<file path="config.mk">
export PLATFORM = sky130hd
export DESIGN_NAME = systolic_feeder
export DESIGN_NICKNAME = d
export VERILOG_FILES = /design/src/rtl/systolic_feeder.sv
export SDC_FILE = /design/constraint.sdc
export NUM_CORES = 1
export LEC_CHECK = 0
export ABC_AREA = 1
export CAP_MARGIN = 30
export CORE_ASPECT_RATIO = 1.1
export CORE_MARGIN = 3
export CORE_UTILIZATION = 60
export CTS_BUF_LIST = sky130_fd_sc_hd__clkbuf_4
export CTS_CLUSTER_SIZE = 16
export DETAILED_ROUTE_END_ITERATION = 12
export PLACE_DENSITY = 0.82
export SYNTH_ARGS = -nofsm -noshare
export SYNTH_HDL_FRONTEND = slang
export SYNTH_SLANG_ARGS = --single-unit
</file>
<file path="constraint.sdc">
create_clock -name clk_i -period 5.1 [get_ports clk_i]
set_clock_uncertainty 0.05 [all_clocks]
set_input_delay 1.275 -clock clk_i [delete_from_list [all_inputs] [get_ports clk_i]]
set_output_delay 1.275 -clock clk_i [all_outputs]
set_load 0.05 [all_outputs]
</file>
<file path="src/rtl/systolic_feeder.sv">
// systolic_feeder
//   Upstream stage of a MAX_DIM x MAX_DIM systolic multiplier array. Holds
//   operand matrices A and B (written one row word per cycle while idle) and,
//   on go, streams diagonally skewed wavefronts onto the array's west/north
//   edge buses. After the wavefronts it drives zeros and waits for the
//   array's done flag, then pulses done_o and returns to idle.
//
// Optional build macro:
//   SYSTOLIC_FEEDER_B_COLMAJOR_EN - a B write with index c stores element k
//   at B[k][c] (host writes B by columns). Undefined: B is row-major like A.
//
// Ports:
//   clk_i      rising-edge clock
//   rst_ni     synchronous reset, active HIGH despite the name
//   wr_en_i    write one stored row/column this cycle
//   wr_sel_i   0 = matrix A, 1 = matrix B
//   wr_idx_i   row (or B column) index
//   wr_data_i  element k at [k*DATA_WIDTH +: DATA_WIDTH]
//   go_i       start request (honoured only when idle)
//   done_i     array done flag (honoured only while waiting)
//   west_o     row i in slice MAX_DIM-1-i
//   north_o    column j in slice MAX_DIM-1-j
//   start_o    array start, high in the first feed cycle
//   busy_o     high while feeding or waiting for the array
//   done_o     one-cycle completion pulse
//   wr_err_o   one-cycle pulse for a rejected write
module systolic_feeder #(
    parameter  int BUS_WIDTH  = 32,
    parameter  int DATA_WIDTH = 8,
    localparam int MAX_DIM    = BUS_WIDTH / DATA_WIDTH,
    localparam int IDX_W      = (MAX_DIM > 1) ? $clog2(MAX_DIM) : 1
) (
    input  logic                          clk_i,
    input  logic                          rst_ni,
    input  logic                          wr_en_i,
    input  logic                          wr_sel_i,
    input  logic [IDX_W-1:0]              wr_idx_i,
    input  logic [BUS_WIDTH-1:0]          wr_data_i,
    input  logic                          go_i,
    input  logic                          done_i,
    output logic [MAX_DIM*DATA_WIDTH-1:0] west_o,
    output logic [MAX_DIM*DATA_WIDTH-1:0] north_o,
    output logic                          start_o,
    output logic                          busy_o,
    output logic                          done_o,
    output logic                          wr_err_o
);

    localparam int LAST_T = 2 * MAX_DIM - 2;
    localparam int T_W    = (2 * MAX_DIM - 1 > 1) ? $clog2(2 * MAX_DIM - 1) : 1;

    typedef enum logic [1:0] {IDLE, FEED, WAIT_DONE} state_e;
    typedef logic [MAX_DIM-1:0][DATA_WIDTH-1:0] row_t;
    typedef row_t [MAX_DIM-1:0]                 mat_t;

    state_e         state_q, state_d;
    logic [T_W-1:0] t_q, t_d;
    mat_t           a_q, a_d, b_q, b_d;
    row_t           west_q, west_d, north_q, north_d;
    row_t           wr_row;
    logic           start_q, start_d;
    logic           busy_q, busy_d;
    logic           done_q, done_d;
    logic           wr_err_q, wr_err_d;
    logic           idx_hit;

    always_comb begin
        state_d  = state_q;
        t_d      = t_q;
        a_d      = a_q;
        b_d      = b_q;
        done_d   = 1'b0;
        wr_err_d = 1'b0;
        idx_hit  = 1'b0;
        wr_row   = wr_data_i[MAX_DIM*DATA_WIDTH-1:0];

        case (state_q)
            IDLE: begin
                // Store update happens before the feed uses a_d/b_d, so a
                // write alongside go is visible from the first wavefront.
                if (wr_en_i) begin
                    for (int r = 0; r < MAX_DIM; r++) begin
                        if (wr_idx_i == IDX_W'(r)) begin
                            idx_hit = 1'b1;
                            if (!wr_sel_i) begin
                                a_d[r] = wr_row;
                            end else begin
`ifdef SYSTOLIC_FEEDER_B_COLMAJOR_EN
                                for (int k = 0; k < MAX_DIM; k++)
                                    b_d[k][r] = wr_row[k];
`else
                                b_d[r] = wr_row;
`endif
                            end
                        end
                    end
                    wr_err_d = !idx_hit;
                end
                if (go_i) begin
                    state_d = FEED;
                    t_d     = '0;
                end
            end
            FEED: begin
                wr_err_d = wr_en_i;
                if (t_q == T_W'(LAST_T)) begin
                    state_d = WAIT_DONE;
                    t_d     = '0;
                end else begin
                    t_d = t_q + 1'b1;
                end
            end
            WAIT_DONE: begin
                wr_err_d = wr_en_i;
                if (done_i) begin
                    state_d = IDLE;
                    done_d  = 1'b1;
                end
            end
            default: state_d = IDLE;
        endcase

        // Outputs are registered from next-state values so they line up with
        // the state they describe. Row i carries A[i][t-i], column j B[t-j][j].
        west_d  = '0;
        north_d = '0;
        if (state_d == FEED) begin
            for (int i = 0; i < MAX_DIM; i++) begin
                for (int k = 0; k < MAX_DIM; k++) begin
                    if (t_d == T_W'(i + k)) begin
                        west_d[MAX_DIM-1-i]  = a_d[i][k];
                        north_d[MAX_DIM-1-i] = b_d[k][i];
                    end
                end
            end
        end
        start_d = (state_d == FEED) && (t_d == '0);
        busy_d  = (state_d != IDLE);
    end

    always_ff @(posedge clk_i) begin
        if (rst_ni) begin
            state_q  <= IDLE;
            t_q      <= '0;
            a_q      <= '0;
            b_q      <= '0;
            west_q   <= '0;
            north_q  <= '0;
            start_q  <= 1'b0;
            busy_q   <= 1'b0;
            done_q   <= 1'b0;
            wr_err_q <= 1'b0;
        end else begin
            state_q  <= state_d;
            t_q      <= t_d;
            a_q      <= a_d;
            b_q      <= b_d;
            west_q   <= west_d;
            north_q  <= north_d;
            start_q  <= start_d;
            busy_q   <= busy_d;
            done_q   <= done_d;
            wr_err_q <= wr_err_d;
        end
    end

    assign west_o   = west_q;
    assign north_o  = north_q;
    assign start_o  = start_q;
    assign busy_o   = busy_q;
    assign done_o   = done_q;
    assign wr_err_o = wr_err_q;

endmodule

</file>
# Word-level counts from Yosys, hierarchy flattened
# Index checks and enable logic that the tools add are counted.
# classes
n_mux,68
reduce_logical,9
bitwise,2
eq_ne,13
addsub,1
# ops
cell,count
$mux 128,4
$mux 32,16
$mux 8,32
$eq 3x3->1 const B,4
$mux 1,8
$eq 2x1->1 const B,3
$eq 2x2->1 const B,3
$eq 3x2->1 const B,2
$mux 2,3
$mux 3,2
$pmux 2 s3,1
$pmux 3 s2,1
$reduce_or 2->1,3
$logic_not 2->1,2
$add 3x1->3 const B,1
$eq 3x1->1 const B,1
$logic_not 3->1,1
$not 1->1,2
$pmux 1 s2,1
$reduce_bool 2->1,1
$logic_and 1x1->1,1
$logic_not 1->1,1
# totals
ff_bits,329
out_inout_bits,68

# Depth between registers and ports, before layout
# Gate-level depths: netlist of run 1.
# logic_depth
depth_word,10
depth_mapped,15
depth_no_buf,13

# Least setup slack after synthesis of run 1
# OpenSTA, ideal clock, no wires.
# synth_path
path_type,input port to flip-flop
start,input go_i
end,"register west_q, in the netlist west_o[21]"
arrival_ns,2.384
n_path_buf,2
slack_ns,2.533
t_required_ns,4.918
setup_ns,0.132
cell_stages,12
cell_sequence,inv_1 > nand2_1 > nand2_1 > nand2_1 > nand2_1 > buf_4 > nand3_4 > inv_2 > buf_2 > nand2_1 > nand2_1 > a21oi_1
# synth_via
elab_chain_cells,7
# synth_lines
item,line,text
from (decl),39,"input logic go_i,"
$mux 3,99,if (go_i) begin
$pmux 3 s2,77,case (state_q)
$eq 3x1->1,130,if (t_d == T_W'(i + k)) begin
$mux 8 (4 in a row),130,
to (signal assigned),158,west_q <= west_d;
to (decl),59,"row_t west_q, west_d, north_q, north_d;"
# Parallel ways exist; a longest one is shown, timed or not.
# A chain may end at the register's enable or synchronous reset.

# Worst setup path in the final report of run 1
# layout_path
start,input wr_idx_i[1]
end,"register west_q, in the netlist west_o[23]"
# layout_via
elab_chain_cells,8
# layout_lines
item,line,text
from (decl),37,"input logic [IDX_W-1:0] wr_idx_i,"
$eq 2x1->1 *,83,if (wr_idx_i == IDX_W'(r)) begin
$mux 32 *,83,
$mux 128 *,81,if (wr_en_i) begin
$mux 128 *,77,
$mux 8 (3 in a row),130,
$mux 8 *,130,
# Mark *: on every way between the ends. The rest lies on a longest branch, timed or not.

==> run summary, run 1 <==
initial antenna violation count: 2
core area: 23,000 um^2
Yosys reg bits: 329
Hold Path Stages: 2
Remaining Overflow, GRT: 0
global-route wire length before repair: 68,000 um
Power Total: 5.38 mW
nets@finish: 2,252
post-synthesis sequential area ratio: 46.7%
CTS tree: yes
Arrival @ worst endpoint: 3.88 ns
cell with the most instances after synthesis: nand2_1
Final Hold Vio Count: 0
met1 Use GR: 41.2%
Starting Density: 61.3%
clk slew on worst S/H paths: 0.06 ns
Routability Congestion: 0.908
post-synthesis cell type count: 29
Top-Level Pins: 108
required time of the critical path: 5.66 ns
status: completed
Setup Crit Path Kind: input pin to flop
Mapped Area: 14,100 um^2
ranking of synthesized cells by area: dfxtp_1, nand2_1, nor2_1
router iterations before antenna repair: 6
share of cells above drive strength 1: 8.15%
Root Buffer: clkbuf_4
yosys warns: 0
Most Crowded Layer GR: met2
worst setup margin: 1.78 ns
RSZ-0062 raised after global routing: false
Critical Path Sink Type: flop
Setup-failing EPs final: 0
top cell type's share of synthesized area: 46.7%
Skew-Pair Late Insertion Delay: 0.72 ns
Fmax: 301 MHz
Fin Setup TNS: 0 ns
WL per Instance: 16.5 um
Min-Delay Path Class: flop to flop
Peak supply drop: 0.200 mV
met3 usage: 5.80%
Num CTS Buffers: 84
number of synthesized flops with an enable pin: 0
clk buf depth: 3
drt first-iter violations: 1,584
period utilization: 65.1%
Die H: 167 um
Slew headroom: 29.2%
syn_nets: 2,148
PortBufs: 107
vias in the first global route: 13,600
crit path max fanout: 20
Resized cells post-CTS: 0
Final min period: 3.32 ns
row cnt: 58
max cap viols: 0
GRT met2 Usage: 52.2%
syn_area_per_cell: 6.71 um^2
Slew Viols, Final: 0
vias per inst: 5.51
fillers: 1,917
Pwr Density: 330 nW/um^2
Post-synth top cells: nand2_1, nor2_1, dfxtp_1
Async SR Flop Fraction: 0%
post-layout instance area: 16,300 um^2
CP Launch Type: input pin
remaining antenna violation count: 0
Setup WS pre-CTS: 1.10 ns
H-tree levels: 3
post-DP HPWL: 26,200 um
die area: 25,400 um^2
Syn Inst Count: 2,104
chip width: 152 um
Worst Max-Slew Pin Slew: 1.06 ns
Hold Buf Count CTS: 0
drt total wl: 42,300 um
Reg2Reg Setup Slack: 2.11 ns
# clock sinks: 329
LEAKAGE: 6.77 nW
largest net degree at the start of global routing: 141
Synth area leader: dfxtp_1
postcts setup bufs: 0
worst-case reg-to-reg path depth: 12
vias post-DR: 14,100
DP Area: 15,300 um^2
# DRC: 0
GRT Total Usage: 32.5%
final hold slack: 0.422 ns
Post-synth top flop: dfxtp_1
Area growth syn-to-layout: 15.6%
## flip-flops by register name (all words and copies together) (netlist names)
register	count
a_q	128
b_q	128
busy_o	1
done_o	1
north_o	32
start_o	1
state_q	2
t_q	3
west_o	32
wr_err_o	1
## per-layer routing
layer	routed length (um)	share of wire, %	vias to the layer above
li1	-	-	6733
met3	4420	10	153
met1	16500	39	6418
met5	0	0	-
met2	19200	45	793
met4	2190	5.2	0
## power breakdown
group	switching, mW	internal (mW)	total [mW]	leakage [nW]
sequential	0.0163	2.62	2.64	2.66
combinational	0.407	0.144	0.552	3.53
clock	1.07	1.13	2.19	0.588
total	1.49	3.89	5.38	6.77
## final timing paths
check	start	to
hold reg to reg	b_q[67]	b_q[67]
hold / removal	b_q[67]	b_q[67]
setup reg to reg	state_q[0]	west_o[23]
setup / recovery	wr_idx_i[1]	west_o[23]
## logic make-up (layout without fill, tap and decap cells)
family / Yosys count / after routing / share of synthesized area [%]
AND/OR/NAND/NOR: 967 / 967 / 27.2
buffers and inverters: 424 / 578 / 11.7
adder cells (fa/ha/maj): 4 / 4 / 0.355
AO/OA/AOI/OAI: 380 / 380 / 14.1
other: 0 / 1 / 0
flip-flops: 329 / 329 / 46.7
## placed cells by master (no fill, tap or decap), types with 2 or more instances in the layout
| master | instances |
|---|---|
| buf_4 | 27 |
| clkdlybuf4s50_1 | 105 |
| nand2_1 | 468 |
| nor3_1 | 5 |
| a21oi_1 | 81 |
| o211ai_1 | 2 |
| nor2_2 | 4 |
| clkinvlp_4 | 5 |
| o21ai_1 | 17 |
| nor2_4 | 4 |
| ha_1 | 4 |
| o22ai_1 | 37 |
| nor2_1 | 381 |
| o21ai_0 | 232 |
| clkbuf_4 | 120 |
| a22o_1 | 3 |
| a22oi_1 | 6 |
| clkinv_1 | 8 |
| dfxtp_1 | 329 |
| nand2_2 | 6 |
| nand3_1 | 94 |
| inv_1 | 298 |
| buf_12 | 2 |
| inv_2 | 8 |
## worst max-delay path, cell delays in order
cell             delay (ns)
clkdlybuf4s50_1        0.48
inv_1                  0.15
nand2_1                0.08
nor2_2                 0.53
nand2_1                0.47
buf_4                  0.36
nand2_1                0.09
o21ai_0                0.10
nand2_1                0.13
nand2_1                0.06
nor2_1                 0.11
nor2_1                 0.04
## layout make-up
cell class                      instances  area, um^2  area share [%]
Antenna cell                            1        2.50          0.0153
Clock buffer                          120         901            5.52
Clock inverter                         16         111           0.683
Inverter                              306        1150            7.04
Multi-Input combinational cell       1351        5880            36.0
Sequential cell                       329        6590            40.4
Tap cell                              300         375            2.30
Timing Repair Buffer                  136        1310            8.03
## per-stage QoR
stage,utilization (%),std cells
4_1_cts,70.9,2558
2_1_floorplan,-,2104
6_report,70.9,2559
3_5_place_dp,66.5,2422
3_3_place_gp,66.4,2421
5_1_grt,70.9,2559
Note: power is estimated with default switching activity, not from simulation.
==> run 2, diff against run 1 <==
==> constraint.sdc (replaced) <==
create_clock -name clk_i -period 3.15 [get_ports clk_i]
set_clock_uncertainty 0.05 [all_clocks]
set_input_delay 0.7875 -clock clk_i [delete_from_list [all_inputs] [get_ports clk_i]]
set_output_delay 0.7875 -clock clk_i [all_outputs]
set_load 0.05 [all_outputs]
==> run 2 against run 1 <==
  * Die area did not move
  * Via count fell by 0.17%
  * Routed wire length up 1.4%
  * Hold slack worse by 0.0012 ns
  * First-iteration DRC count is 0.57% lower
  * Total power is 65% higher
  * Sequential share of layout area down 0.84 points
  * Design area is 2.1% higher
  * Register-to-register slack got worse by 1.5 ns
  * Critical path depth decreased by 11
  * Setup slack worse by 1.4 ns
  * Critical path type is now flop to primary output
  * Largest cell class unchanged
==> run summary, run 2 (synthesis gave the netlist of run 1 again) <==
status: completed
commonest non-fill, non-tap cells in the layout: nand2_1, nor2_1, dfxtp_1, inv_1, o21ai_0
Setup WS pre-CTS: 0.186 ns (-0.918 ns)
drt first-iter violations: 1,575 (-0.57%)
Fin Setup TNS: 0 ns (unchanged)
required time of the critical path: 2.31 ns (-3.35 ns)
reg2reg start: state_q[0]
LEAKAGE: 6.99 nW (+3.1%)
end of the critical path: west_o[24]
final hold slack: 0.421 ns (-0.00125 ns)
fillers: 1,894 (-1.2%)
Final min period: 2.74 ns
vias per inst: 5.42 (-1.6%)
CP Launch Type: flop
worst setup margin: 0.406 ns (-1.37 ns)
Critical Path Sink Type: primary output
Slew headroom: 33.4% (+4.2 points)
Reg2Reg Setup Slack: 0.62 ns (-1.49 ns)
Clock power frac: 41.4% (+0.7 points)
largest net degree at the start of global routing: 191 (+35%)
remaining antenna violation count: 0 (unchanged)
Die H: 167 um (unchanged)
vias in the first global route: 13,800 (+1.7%)
PortBufs: 107 (unchanged)
CP startpoint: west_o[24]
Fmax: 364 MHz
Layout Cells excl Fill: 2,595 (+1.4%)
critical path depth in cells: 1 (-11)
Worst Max-Slew Pin Slew: 0.998 ns (-0.0610 ns)
# DRC: 0 (unchanged)
Setup-failing EPs final: 0 (unchanged)
clk buf depth: 3 (unchanged)
sw frac: 27.1% (-0.56 points)
Slew Viols, Final: 0 (unchanged)
biggest regs: a_q: 128 flops, b_q: 128 flops
row cnt: 58 (unchanged)
CP top delay family: buffers and inverters
# clock sinks: 329 (unchanged)
Final Hold Vio Count: 0 (unchanged)
Arrival @ worst endpoint: 1.91 ns (-1.97 ns)
GRT Total Usage: 33.3% (+0.74 points)
Area growth syn-to-layout: 18.1%
chip width: 152 um (unchanged)
core area: 23,000 um^2 (unchanged)
Crit path largest cell delay: 0.82 ns (+0.29 ns)
Peak supply drop: 0.328 mV (+64%)
postcts setup bufs: 0 (unchanged)
post-DP HPWL: 27,300 um (+4.0%)
capturing point of the worst reg2reg path: west_o[21]
max cap viols: 0 (unchanged)
Hold Buf Count CTS: 0 (unchanged)
combinational share of power: 10.6% (+0.4 points)
drt total wl: 42,900 um (+1.4%)
global-route wire length before repair: 69,100 um (+1.6%)
Num CTS Buffers: 84 (unchanged)
initial antenna violation count: 1 (-1)
CP Buf/Inv Count: 1 (-2)
Pwr Density: 534 nW/um^2 (+62%)
Placed Instances: 2,450 (+1.2%)
Min-Delay Path Class: flop to flop
Starting Density: 61.3% (unchanged)
Skew-Pair Late Insertion Delay: 0.72 ns (about the same)
worst-case reg-to-reg path depth: 11 (-1)
RSZ-0062 raised after global routing: false
Resized cells post-CTS: 0 (unchanged)
WL per Instance: 16.5 um (about the same)
router iterations before antenna repair: 5 (-1)
Top-Level Pins: 108 (unchanged)
vias post-DR: 14,100 (-0.17%)
Setup Crit Path Kind: flop to primary output
Root Buffer: clkbuf_4
Psw: 2.42 mW (+62%)
slowest stage cell on the critical path: clkdlybuf4s50_1
crit path max fanout: 1 (-95%)
register area: 6590 um^2 (unchanged)
H-tree levels: 3 (unchanged)
Power Total: 8.90 mW (+65%)
clk slew on worst S/H paths: 0.06 ns (about the same)
area of the multi-input gates: 5880 um^2 (unchanged)
Remaining Overflow, GRT: 0 (unchanged)
nets@finish: 2,280 (+1.2%)
share of cells above drive strength 1: 9.51% (+1.4 points)
commonest non-fill, non-tap cell in the layout: nand2_1
die area: 25,400 um^2 (unchanged)
CTS tree: yes
period utilization: 87.1%
Routability Congestion: 0.928 (+2.2%)
total internal power: 6.48 mW (+67%)
critical-path cell list: clkdlybuf4s50_1
sequential share of power: 48.0% (-1.0 points)
## run 2: cell count changes in the layout (fill, tap and decap cells not counted), sizes merged
cell,before,now
inv,307,309
diode,1,2
clkinv,9,12
buf,31,59
clkbuf,120,125
bufinv,1,2
clkinvlp,5,1
## run 2: power by group through the flow
stage	Combinational (mW)	Sequential [mW]	Clock, mW
after detailed placement	0.914	4.36	0
after floorplan	0.509	4.40	0
final	0.941	4.27	3.69
after global placement	0.898	4.36	0
after CTS	0.921	4.27	3.74
after global routing	1.02	4.28	3.97
## run 2: through the flow
step / util (%) / area [um^2]
final: 72.4 / 16700
after global routing: 72.4 / 16700
after CTS: 72.4 / 16700
after detailed placement: 67.7 / 15600
after global placement: 67.7 / 15600
after floorplan: - / 14100
## run 2: final cells by class
| class | count | share of cell area (%) |
|---|---|---|
| Antenna cell | 2 | 0.0300 |
| Clock buffer | 125 | 5.63 |
| Clock inverter | 18 | 0.789 |
| Inverter | 306 | 6.89 |
| Multi-Input combinational cell | 1351 | 35.3 |
| Sequential cell | 329 | 39.5 |
| Tap cell | 300 | 2.25 |
| Timing Repair Buffer | 164 | 9.58 |
## run 2: how the worst min path moves through the flow
stage	start	end	slack, ns	cells past startpoint
global route	b_q[69]	b_q[69]	0.44	2
floorplan	b_q[100]	b_q[100]	0.40	2
detailed placement	a_q[77]	a_q[77]	0.41	2
global placement	a_q[106]	a_q[106]	0.41	2
finish	a_q[74]	a_q[74]	0.42	2
CTS	a_q[77]	a_q[77]	0.42	2
## run 2: routing by layer
layer  up-vias  GRT usage (%)  share of wire [%]
li1       6796              -                  -
met1      6354           41.0                 39
met4         0           17.7                4.7
met5         -              0                  0
met2       762           54.3                 46
met3       161           7.72                 10
